`src/rtl/genius_pkg.sv`:
```
// Shared types and helpers for the Genius round sequencer.
package genius_pkg;

  typedef enum logic [2:0] {
    ST_IDLE,
    ST_SHOW_ON,
    ST_SHOW_OFF,
    ST_WAIT_PRESS,
    ST_WAIT_RELEASE,
    ST_ADVANCE
  } state_t;

  localparam logic [1:0] SYM_ZERO = 2'd0;
  localparam logic [1:0] SYM_ONE  = 2'd1;
  localparam logic [1:0] SYM_TWO  = 2'd2;
  localparam logic [1:0] INVALID  = 2'd3;

  // Button pattern a correct press must produce; INVALID maps to no buttons,
  // so any press against it is a mismatch.
  function automatic logic [2:0] sym_to_onehot(input logic [1:0] sym);
    logic [2:0] onehot;
    case (sym)
      SYM_ZERO: onehot = 3'b001;
      SYM_ONE:  onehot = 3'b010;
      SYM_TWO:  onehot = 3'b100;
      default:  onehot = 3'b000;
    endcase
    return onehot;
  endfunction

endpackage

```
`src/rtl/genius_round_ctrl_timer.sv`:
```
// Loadable down-counter shared by the show, gap and press-timeout phases.
// A phase of N cycles is loaded with N-1 on entry; done marks its last cycle.
module genius_cycle_timer #(
  parameter int WIDTH = 8
) (
  input  logic             clock,
  input  logic             reset,
  input  logic             load,
  input  logic [WIDTH-1:0] load_value,
  input  logic             enable,
  output logic             done
);

  logic [WIDTH-1:0] count;

  // Load has priority; otherwise count down and park at zero.
  always_ff @(posedge clock) begin
    if (reset) begin
      count <= '0;
    end else if (load) begin
      count <= load_value;
    end else if (enable && (count != '0)) begin
      count <= count - WIDTH'(1);
    end
  end

  assign done = (count == '0);

endmodule

```
`src/rtl/genius_round_ctrl.sv`:
```
// Genius round sequencer: plays back the pattern for the current level,
// then checks one debounced button press per symbol with a press timeout.
//
// state           | meaning
// ST_IDLE         | waiting for a start rising edge
// ST_SHOW_ON      | symbol at step displayed for ON_CYCLES
// ST_SHOW_OFF     | blank gap for OFF_CYCLES after each symbol
// ST_WAIT_PRESS   | waiting for a press event, timeout running
// ST_WAIT_RELEASE | correct press seen, waiting for all buttons released
// ST_ADVANCE      | round complete, win or move to next level
module genius_round_ctrl
  import genius_pkg::*;
#(
  parameter int MAX_LEVEL      = 16,
  parameter int ON_CYCLES      = 12_500_000,
  parameter int OFF_CYCLES     = 6_250_000,
  parameter int TIMEOUT_CYCLES = 150_000_000
) (
  input  logic       clock,
  input  logic       reset,
  input  logic       start,
  input  logic [2:0] btn,
  output logic [3:0] pat_addr,
  input  logic [1:0] pat_data,
  output logic       show_valid,
  output logic [1:0] show_sym,
  output logic [3:0] level,
  output logic [3:0] step,
  output logic       busy,
  output logic       win,
  output logic       fail
);

  localparam int MAX_A   = (ON_CYCLES > OFF_CYCLES) ? ON_CYCLES : OFF_CYCLES;
  localparam int MAX_CYC = (MAX_A > TIMEOUT_CYCLES) ? MAX_A : TIMEOUT_CYCLES;
  localparam int CNT_W   = (MAX_CYC > 2) ? $clog2(MAX_CYC) : 1;
  localparam logic [3:0] LAST_LEVEL = 4'(MAX_LEVEL - 1);

  state_t           state;
  state_t           next_state;
  logic             start_q;
  logic [2:0]       btn_q;
  logic             start_evt;
  logic             press_evt;
  logic             step_last;
  logic             fail_set;
  logic             win_set;
  logic             t_load;
  logic             t_enable;
  logic [CNT_W-1:0] t_load_value;
  logic             t_done;

  assign start_evt = start && !start_q;
  assign press_evt = (btn != 3'b000) && (btn_q == 3'b000);
  assign step_last = (step == level);
  assign pat_addr  = step;

  genius_cycle_timer #(
    .WIDTH(CNT_W)
  ) u_timer (
    .clock     (clock),
    .reset     (reset),
    .load      (t_load),
    .load_value(t_load_value),
    .enable    (t_enable),
    .done      (t_done)
  );

  // State register.
  always_ff @(posedge clock) begin
    if (reset) begin
      state <= ST_IDLE;
    end else begin
      state <= next_state;
    end
  end

  // Next-state logic and end-of-game verdicts; a press beats a same-cycle timeout.
  always_comb begin
    next_state = state;
    fail_set   = 1'b0;
    win_set    = 1'b0;
    case (state)
      ST_IDLE: begin
        if (start_evt) next_state = ST_SHOW_ON;
      end
      ST_SHOW_ON: begin
        if (t_done) next_state = ST_SHOW_OFF;
      end
      ST_SHOW_OFF: begin
        if (t_done) next_state = step_last ? ST_WAIT_PRESS : ST_SHOW_ON;
      end
      ST_WAIT_PRESS: begin
        if (press_evt) begin
          if (btn == sym_to_onehot(pat_data)) begin
            next_state = ST_WAIT_RELEASE;
          end else begin
            fail_set   = 1'b1;
            next_state = ST_IDLE;
          end
        end else if (t_done) begin
          fail_set   = 1'b1;
          next_state = ST_IDLE;
        end
      end
      ST_WAIT_RELEASE: begin
        if (btn == 3'b000) next_state = step_last ? ST_ADVANCE : ST_WAIT_PRESS;
      end
      ST_ADVANCE: begin
        if (level == LAST_LEVEL) begin
          win_set    = 1'b1;
          next_state = ST_IDLE;
        end else begin
          next_state = ST_SHOW_ON;
        end
      end
      default: next_state = ST_IDLE;
    endcase
  end

  // Timer reload on every state entry with the duration of the state being entered.
  always_comb begin
    t_load       = (next_state != state);
    t_enable     = (state == ST_SHOW_ON) || (state == ST_SHOW_OFF) ||
                   (state == ST_WAIT_PRESS);
    t_load_value = '0;
    case (next_state)
      ST_SHOW_ON:    t_load_value = CNT_W'(ON_CYCLES - 1);
      ST_SHOW_OFF:   t_load_value = CNT_W'(OFF_CYCLES - 1);
      ST_WAIT_PRESS: t_load_value = CNT_W'(TIMEOUT_CYCLES - 1);
      default:       t_load_value = '0;
    endcase
  end

  // Output decode from the registered state.
  always_comb begin
    show_valid = (state == ST_SHOW_ON);
    busy       = (state != ST_IDLE);
    show_sym   = show_valid ? pat_data : 2'd0;
  end

  // Level/step bookkeeping, input edge history and one-cycle verdict pulses.
  always_ff @(posedge clock) begin
    if (reset) begin
      level   <= 4'd0;
      step    <= 4'd0;
      start_q <= 1'b0;
      btn_q   <= 3'b000;
      win     <= 1'b0;
      fail    <= 1'b0;
    end else begin
      start_q <= start;
      btn_q   <= btn;
      win     <= win_set;
      fail    <= fail_set;
      case (state)
        ST_IDLE: begin
          if (start_evt) begin
            level <= 4'd0;
            step  <= 4'd0;
          end
        end
        ST_SHOW_OFF: begin
          if (t_done) step <= step_last ? 4'd0 : step + 4'd1;
        end
        ST_WAIT_RELEASE: begin
          if ((btn == 3'b000) && !step_last) step <= step + 4'd1;
        end
        ST_ADVANCE: begin
          if (level != LAST_LEVEL) begin
            level <= level + 4'd1;
            step  <= 4'd0;
          end
        end
        default: ;
      endcase
    end
  end

endmodule
```
`config.mk`:
```
export PLATFORM = sky130hd
export DESIGN_NAME = genius_round_ctrl
export DESIGN_NICKNAME = d
export VERILOG_FILES = /design/src/rtl/genius_pkg.sv /design/src/rtl/genius_round_ctrl_timer.sv /design/src/rtl/genius_round_ctrl.sv
export SDC_FILE = /design/constraint.sdc
export NUM_CORES = 1
export LEC_CHECK = 0
export ABC_AREA = 1
export CORE_MARGIN = 8
export CORE_UTILIZATION = 60
export CTS_CLUSTER_SIZE = 10
export DETAILED_ROUTE_END_ITERATION = 7
export PLACE_DENSITY_LB_ADDON = 0.1
export SLEW_MARGIN = 20
export SYNTH_ARGS = -nofsm -noshare
export SYNTH_HDL_FRONTEND = slang
export SYNTH_SLANG_ARGS = --single-unit
```
`constraint.sdc`:
```
create_clock -name clock -period 4.1 [get_ports clock]
set_input_delay 0.82 -clock clock [delete_from_list [all_inputs] [get_ports clock]]
set_output_delay 0.82 -clock clock [all_outputs]
set_load 0.03 [all_outputs]
```
# Word-level counts from Yosys, hierarchy flattened
# Cells that the tools add are included.
[totals]
wordCells = 85
out_inout_bits = 18
ff_bits = 45
in_bits = 8
[op_classes]
n_bitwise = 2
muxes = 30
n_eq_ne = 19
add_sub_neg = 3
reduce_logical = 23
[op_table]
columns = ["cell", "n"]
rows = [
  ["$pmux 28 s3", 1],
  ["$mux 28", 2],
  ["$mux 3", 10],
  ["$logic_not 28->1", 1],
  ["$reduce_bool 28->1", 1],
  ["$sub 28x1->28 const B", 1],
  ["$mux 4", 6],
  ["$pmux 3 s6", 1],
  ["$pmux 4 s4", 1],
  ["$eq 3x2->1 const B", 4],
  ["$logic_not 3->1", 3],
  ["$pmux 3 s3", 1],
  ["$add 4x1->4 const B", 2],
  ["$ne 2x2->1 const B", 4],
  ["$pmux 4 s2", 1],
  ["$eq 3x1->1 const B", 2],
  ["$eq 3x3->1 const B", 2],
  ["$reduce_bool 3->1", 2],
  ["$mux 1", 5],
  ["$reduce_and 5->1", 1],
  ["$eq 4x4->1", 1],
  ["$eq 4x4->1 const B", 1],
  ["$logic_and 1x1->1", 4],
  ["$mux 2", 2],
  ["13 further kinds", 18],
]

# Longest topological paths before layout
# Gate-level depths: netlist of the first run.
[logic_depth]
word_depth = 11
ltp_mapped = 14
mapped_depth_nobuf = 14

# Hierarchy
# A second synthesis of the first run with hierarchy kept.
[hier_totals]
hier_cells = 592
hier_area_um2 = 3453.3
[modules_own_cells]
columns = ["mod", "seq_area_each_um2", "instances", "area_each_um2", "cells_each"]
rows = [
  ["genius_cycle_timer", 560.5, 1, 2165.8, 388],
  ["genius_round_ctrl", 340.3, 1, 1287.5, 204],
]

# Worst setup path before layout of the first run
# Ideal clock, no wire load.
[synth_path]
path_kind = "input to output"
startpoint = "input pat_data[1]"
endpoint = "output show_sym[1]"
t_arrival_ps = 1290
slack_ps = 1990
path_stages = 2
path_buffers = 0
cell_sequence = "inv_1 -> nor2_1"
[synth_between]
elab_chain_len = 1
[synth_rtl]
columns = ["item", "line", "rtl"]
rows = [
  ["start: declaration", "genius_round_ctrl.sv:24", "input logic [1:0] pat_data,"],
  ["$mux 2", "genius_round_ctrl.sv:139", "show_sym = show_valid ? pat_data : 2'd0;"],
  ["end: declaration", "genius_round_ctrl.sv:26", "output logic [1:0] show_sym,"],
]
# Every way passes these cells.

# Final worst setup path of the first run
[layout_path]
startpoint = "input pat_data[0]"
endpoint = "output show_sym[0]"
# The elaborated chain is that of the path after synthesis.

==> reports/summary.txt, run 1 <==
STATUS
--------------------------------------------------------------------------------------------------
Run status                                                                               completed

ROUTING
--------------------------------------------------------------------------------------------------
ANT nets after route                                                                             0
DRT met1 WL                                                                                3967 µm
Routed wire per std cell                                                                  14.07 µm
Total wirelength of the detailed-routed design                                             8960 µm
Count of TritonRoute iterations in the first routing pass                                        5
Total length of routed met2 wires                                                          4092 µm
Initial DRC Count                                                                              358
DR top layer                                                                                  met4
Via-per-instance ratio                                                                       5.619
Number of vias after detailed routing                                                         3579
DRC violations left                                                                              0
DR WL met3                                                                                  630 µm

CLOCKING
--------------------------------------------------------------------------------------------------
Worst-skew pair later-pin latency                                                          0.31 ns
Post-CTS Setup Bufs                                                                              0
Number of cells upsized or downsized after cts                                                   0
Clock transition time at the flip-flop clock pins of the worst setup and hold paths        0.09 ns
Number of clock buffers inserted by TritonCTS                                                    5
TritonCTS clock tree                                                                         built
Maximum root-to-sink buffer count                                                                2
Sink Count                                                                                      45
Number of levels the H-tree was split into                                                       2
Root Driver                                                                           sky130_fd_sc_hd__clkbuf_8
Count of hold buffers inserted by post-cts repair                                                0

FINAL LAYOUT
--------------------------------------------------------------------------------------------------
Antenna Diode Count                                                                              0
Fill cells                                                                                     520
Storage cell area                                                                        900.9 µm²
Final non-filler cell total                                                                    637
Most frequent cells in the layout                                                     sky130_fd_sc_hd__nor2_1 (125), sky130_fd_sc_hd__nand2_1 (114), sky130_fd_sc_hd__inv_1 (59)
Syn-to-layout area delta                                                                    11.43%
Most frequent standard cell in the layout excluding fill and tap cells                sky130_fd_sc_hd__nor2_1
Final layout net count                                                                         576
Share of final-layout standard cells stronger than drive strength 1                         8.850%
Area of the multi-input gates                                                             2091 µm²

STA
--------------------------------------------------------------------------------------------------
Pins Over Slew Limit                                                                             0
Worst Slack Setup Final                                                                   1.070 ns
Peak clock frequency supported by timing                                                 330.0 MHz
Post-route clock period utilization                                                         73.91%
Worst slew slack as a fraction of its limit                                                 61.44%
Clock tree skew after final layout                                                     0.004689 ns
Period minus WS final                                                                     3.030 ns
Finish-stage setup viols                                                                         0
RSZ-0062 raised after global routing                                                            no
Fin. Hold Viols                                                                                  0
Fin Setup TNS                                                                                 0 ns
Transition time at the pin with the least slew margin                                    0.5764 ns

WORST SETUP PATH
--------------------------------------------------------------------------------------------------
Slowest stage cell, crit path                                                         sky130_fd_sc_hd__clkdlybuf4s50_1
Cell repeated most along the worst path                                               sky130_fd_sc_hd__clkdlybuf4s50_1
List of cells traversed by the critical path                                          clkdlybuf4s50_1, inv_1, nor2_1, clkdlybuf4s50_1
Crit path max fanout                                                                             4
Reg-to-reg setup timing slack                                                              1.54 ns
Register-to-Register Path Depth                                                                 10
Worst Setup End Kind                                                                  primary output
Arrival time reported for the critical path endpoint                                       2.21 ns
Critical path required time                                                                3.28 ns
Category of the critical setup timing path                                               in -> out
Largest stage delay on the critical path                                                   0.68 ns
Reg-to-reg startpoint                                                                 u_timer.count[0]
Kind of start point of the critical path                                                 input pin
Destination of the worst register-to-register timing path                             u_timer.count[3]

DIE
--------------------------------------------------------------------------------------------------
DIE WIDTH                                                                                 90.84 µm
Initial Util                                                                                61.41%
Number of top-level pins                                                                        26
Floorplan Core Area                                                                       5473 µm²
Row cnt                                                                                         27
Floorplan die area                                                                        8252 µm²
Die span in y                                                                             90.84 µm

PWR
--------------------------------------------------------------------------------------------------
Power density cells                                                                   388.4 nW/µm²
Leakage power                                                                             1.803 nW
Max rail drop VDD                                                                      0.0001877 V
Total power draw                                                                          1.454 mW

GLOBAL ROUTE
--------------------------------------------------------------------------------------------------
Overflow left after global routing                                                               0
Global routing usage summed across all routing layers                                       21.83%
Pin count of the biggest net entering global routing                                            29
First-pass GRT wire length                                                                15160 µm
Vias in the first global route                                                                3373
Antenna violations before repair                                                                 0

SYNTHESIS
--------------------------------------------------------------------------------------------------
Synthesized instance count                                                                     546
Warning count from the yosys run                                                                 0
Share of flip-flops with an asynchronous set or reset                                           0%
Synthesized flop and latch total                                                                45
Average cell area after synthesis                                                        6.155 µm²
Synthesized net count                                                                          558
Cell area after synthesis                                                                 3361 µm²
Number of distinct library cells after synthesis                                                32
Top FF cell, synth                                                                    sky130_fd_sc_hd__dfxtp_1
Sequential share of the synthesized area                                                    26.81%
Number of flops mapped to enable cells by yosys                                                  0

PLACED DESIGN
--------------------------------------------------------------------------------------------------
Minimum setup slack after placement                                                       1.057 ns
Detail Placement HPWL                                                                      6561 µm
IO buf count                                                                                    25
Count of placed standard cells including taps                                                  629
Routability cong.                                                                           0.9570

HOLD PATH
--------------------------------------------------------------------------------------------------
Hold Startpoint                                                                           level[1]
Hold/Removal Path Class                                                                 reg -> reg
Worst Hold End                                                                            level[1]
Hold-critical path depth                                                                         2

FLOW RUN
--------------------------------------------------------------------------------------------------
Count of max-cap constraint violations                                                           0

## stage by stage
step	hold slack, ns	utilization (%)	area [µm²]
after floorplan	0.5074	-	3361
after global placement	0.5266	66.23	3625
after detailed placement	0.5336	66.23	3625
after CTS	0.5491	68.43	3745
after global routing	0.5750	68.43	3745
final	0.5425	68.43	3745
## power breakdown
group | internal, mW | leakage, nW | switching [mW]
sequential | 0.480 | 0.370 | 0.0476
clock | 0.198 | 0.0574 | 0.164
combinational | 0.187 | 1.38 | 0.377
total | 0.865 | 1.80 | 0.589
## layer usage
| layer | vias up | GRT usage [%] |
|---|---|---|
| met2 | 170 | 36.60 |
| met4 | 0 | 9.550 |
| met3 | 29 | 4.073 |
| met5 | - | 0 |
| met1 | 1589 | 26.46 |
| li1 | 1791 | - |
## critical path, delay by kind of cell
kind,cells,cell delay [ns]
and+or+nand+nor,1,0.11
buffers and inverters,3,1.28
## worst max path at each step
stage | from | end | slack [ns] | cells past startpoint
6_report | pat_data[0] | show_sym[0] | 1.07 | 4
5_1_grt | pat_data[0] | show_sym[0] | 0.99 | 4
4_1_cts | pat_data[1] | show_sym[1] | 1.06 | 4
3_5_place_dp | btn[2] | u_timer.count[8] | 1.06 | 13
3_3_place_gp | pat_data[0] | show_sym[0] | 1.08 | 4
2_1_floorplan | pat_data[1] | show_sym[1] | 1.99 | 2
## cell type report
type / instances / area share, %
clock buffers: 6 / 2.205
inverters: 66 / 6.615
well taps: 72 / 2.406
clock inverters: 2 / 1.002
multi-input cells: 415 / 55.83
flip-flops and latches: 45 / 24.06
repair buffers: 31 / 7.885
## cell usage after synthesis (4+ instances only)
cell | number | area (µm²)
sky130_fd_sc_hd__nor2_4 | 4 | 45.04
sky130_fd_sc_hd__inv_2 | 6 | 22.52
sky130_fd_sc_hd__dfxtp_1 | 45 | 900.9
sky130_fd_sc_hd__o21ai_0 | 7 | 35.03
sky130_fd_sc_hd__xor2_1 | 24 | 210.2
sky130_fd_sc_hd__inv_1 | 59 | 221.5
sky130_fd_sc_hd__ha_1 | 4 | 50.05
sky130_fd_sc_hd__nor2_2 | 12 | 75.07
sky130_fd_sc_hd__nand4_1 | 52 | 325.3
sky130_fd_sc_hd__nand2_1 | 114 | 427.9
sky130_fd_sc_hd__a21oi_1 | 13 | 65.06
sky130_fd_sc_hd__nor2_1 | 125 | 469.2
sky130_fd_sc_hd__nor3_1 | 10 | 50.05
sky130_fd_sc_hd__buf_4 | 5 | 37.54
sky130_fd_sc_hd__nand3_1 | 28 | 140.1
sky130_fd_sc_hd__nand2_2 | 6 | 37.54
sky130_fd_sc_hd__buf_2 | 4 | 20.02
sky130_fd_sc_hd__clkbuf_1 | 7 | 26.28
## kinds of logic after synthesis
group / Yosys count / synth area share (%)
AOI/OAI and AO/OA: 28 / 5.101
and+or+nand+nor: 357 / 48.85
xor gates and xnor gates: 26 / 6.776
DFF: 45 / 26.81
adders and majority gates: 4 / 1.489
buffers and inverters: 86 / 10.98
## registers in the layout, summed over array words and instances, names as in the netlist
register and flops:
level 4, fail 1, btn_q 3, state 3
start_q 1, u_timer.count 28, win 1, pat_addr 4
Power figures use the tool's default switching activity.
==> run 2: changes to the inputs <==
Settings changed: CORE_UTILIZATION 60 to 59.
Clock period 4.1 ns to 2.9 ns, I/O delays scaled along.
==> reports/summary.txt, run 2 (synthesized netlist as in run 1, its figures left out) <==
STATUS
--------------------------------------------------------------------------------------------------
Run status                                                                               completed

PLACED DESIGN
--------------------------------------------------------------------------------------------------
IO buf count                                                                                    25
Routability cong.                                                                           0.9857
Detail Placement HPWL                                                                      7020 µm
Count of placed standard cells including taps                                                  632

FINAL LAYOUT
--------------------------------------------------------------------------------------------------
Largest Register                                                                      u_timer.count
Fill cells                                                                                     531
Most frequent cells in the layout                                                     sky130_fd_sc_hd__nor2_1 (125), sky130_fd_sc_hd__nand2_1 (114), sky130_fd_sc_hd__inv_1 (59)
Antenna Diode Count                                                                              0
Final non-filler cell total                                                                    640
Most frequent standard cell in the layout excluding fill and tap cells                sky130_fd_sc_hd__nor2_1
Largest register FFs                                                                            28
Syn-to-layout area delta                                                                    11.54%
Final layout net count                                                                         579
Share of final-layout standard cells stronger than drive strength 1                         9.331%

DIE
--------------------------------------------------------------------------------------------------
DIE WIDTH                                                                                 91.47 µm
Row cnt                                                                                         27
Number of top-level pins                                                                        26
Floorplan die area                                                                        8367 µm²
Die span in y                                                                             91.47 µm
Initial Util                                                                                61.03%
Floorplan Core Area                                                                       5507 µm²

GLOBAL ROUTE
--------------------------------------------------------------------------------------------------
Antenna violations before repair                                                                 0
Global routing usage summed across all routing layers                                       22.90%
First-pass GRT wire length                                                                16060 µm
Vias in the first global route                                                                3383
Pin count of the biggest net entering global routing                                            19
Overflow left after global routing                                                               0

HOLD PATH
--------------------------------------------------------------------------------------------------
Worst Hold End                                                                        u_timer.count[26]
Hold/Removal Path Class                                                                 reg -> reg
Hold Startpoint                                                                       u_timer.count[26]
Hold-critical path depth                                                                         2

PWR
--------------------------------------------------------------------------------------------------
Total power draw                                                                          1.991 mW
Leakage power                                                                             1.806 nW
Power density cells                                                                   531.1 nW/µm²
Max rail drop VDD                                                                      0.0002854 V

WORST SETUP PATH
--------------------------------------------------------------------------------------------------
Reg-to-reg startpoint                                                                     state[0]
Arrival time reported for the critical path endpoint                                       1.98 ns
Register-to-Register Path Depth                                                                  8
Destination of the worst register-to-register timing path                             u_timer.count[1]
Worst Setup End Kind                                                                  primary output
Kind of start point of the critical path                                                 flip-flop
Category of the critical setup timing path                                              reg -> out
Critical path required time                                                                2.32 ns
Crit path max fanout                                                                             8
Reg-to-reg setup timing slack                                                              0.46 ns

CLOCKING
--------------------------------------------------------------------------------------------------
Clock transition time at the flip-flop clock pins of the worst setup and hold paths        0.10 ns
Number of clock buffers inserted by TritonCTS                                                    5
Root Driver                                                                           sky130_fd_sc_hd__clkbuf_8
Number of levels the H-tree was split into                                                       2
TritonCTS clock tree                                                                         built
Maximum root-to-sink buffer count                                                                2
Worst-skew pair later-pin latency                                                          0.32 ns
Count of hold buffers inserted by post-cts repair                                                0
Sink Count                                                                                      45

ROUTING
--------------------------------------------------------------------------------------------------
Total wirelength of the detailed-routed design                                             9310 µm
Via-per-instance ratio                                                                       5.581
Count of TritonRoute iterations in the first routing pass                                        5
DRC violations left                                                                              0
Initial DRC Count                                                                              314
Number of vias after detailed routing                                                         3572
ANT nets after route                                                                             0
Routed wire per std cell                                                                  14.55 µm

FLOW RUN
--------------------------------------------------------------------------------------------------
Count of max-cap constraint violations                                                           0

STA
--------------------------------------------------------------------------------------------------
Period minus WS final                                                                     2.559 ns
Worst slew slack as a fraction of its limit                                                 65.15%
RSZ-0062 raised after global routing                                                            no
Post-route clock period utilization                                                         88.24%
Pins Over Slew Limit                                                                             0
Transition time at the pin with the least slew margin                                    0.5227 ns
Clock tree skew after final layout                                                     0.005978 ns
Fin. Hold Viols                                                                                  0
Finish-stage setup viols                                                                         0
Peak clock frequency supported by timing                                                 390.8 MHz

==> run 2: changes by cell type in the layout (fill, tap and decap cells not counted), sizes merged <==
cell / change
buf: +3
inv: +2
bufinv: -1
clkbuf: -1
==> run 2: timing repair <==
item,CTS,global route
gates resized for setup,0,1
endpoints found under the setup margin,0,5
setup buffers,0,0
==> run 2: power breakdown <==
part / internal, mW / switching [mW] / leakage, nW
logic: 0.270 / 0.537 / 1.39
clock network: 0.176 / 0.260 / 0.0452
registers: 0.679 / 0.0689 / 0.370
total: 1.13 / 0.866 / 1.81
==> run 2: layer usage <==
metal  routed length [µm]  vias up  GRT usage, %  part of all wire (%)
met5                    0        -             0                     0
li1                     -     1801             -                     -
met1                 4055     1624         27.78                    44
met3                  571       20         4.033                   6.1
met2                 4445      127         38.72                    48
met4                  237        0         9.686                   2.5
==> run 2: cell type report <==
cell class	count	area, µm²	area share [%]
timing repair buffer	34	317.8	8.478
clock inverter	3	25.02	0.6676
inverter	66	247.7	6.609
sequential	45	900.9	24.03
tap	72	90.09	2.403
clock buffer	5	68.82	1.836
multi-input combinational	415	2098	55.97
==> run 2: stage by stage <==
step                hold WS, ns  worst slack, ns  setup TNS [ns]  cell area, µm²  util [%]
global route             0.6090           0.1517               0            3749     68.08
CTS                      0.5597           0.2636               0            3741     67.94
finish                   0.5574           0.3410               0            3749     68.08
global placement         0.5212         -0.01501        -0.07930            3647     66.23
detailed placement       0.5424         -0.05691         -0.2568            3647     66.23
floorplan                0.5074           0.8162               0            3361         -
==> run 2: worst max-delay path by stage <==
stage,from,end,slack [ns],cells after the start
after floorplan,level[0],u_timer.count[0],0.82,11
after global placement,btn[1],u_timer.count[1],-0.02,9
after detailed placement,btn[1],u_timer.count[12],-0.06,9
after CTS,btn[1],u_timer.count[1],0.26,9
after global routing,btn[1],u_timer.count[1],0.15,12
final,state[0],show_valid,0.34,3
==> run 2: critical path, cell delays in order, from the launching register on <==
cell	delay, ns
sky130_fd_sc_hd__dfxtp_1	0.58
sky130_fd_sc_hd__nand3_1	0.22
sky130_fd_sc_hd__inv_1	0.17
sky130_fd_sc_hd__clkdlybuf4s50_1	0.69
==> run 3: changes to the inputs <==
Settings changed: ABC_CLOCK_PERIOD_IN_PS set to 2900.
==> results of run 3 <==
No change in the layout: final DEF, timing and power equal those of run 2.
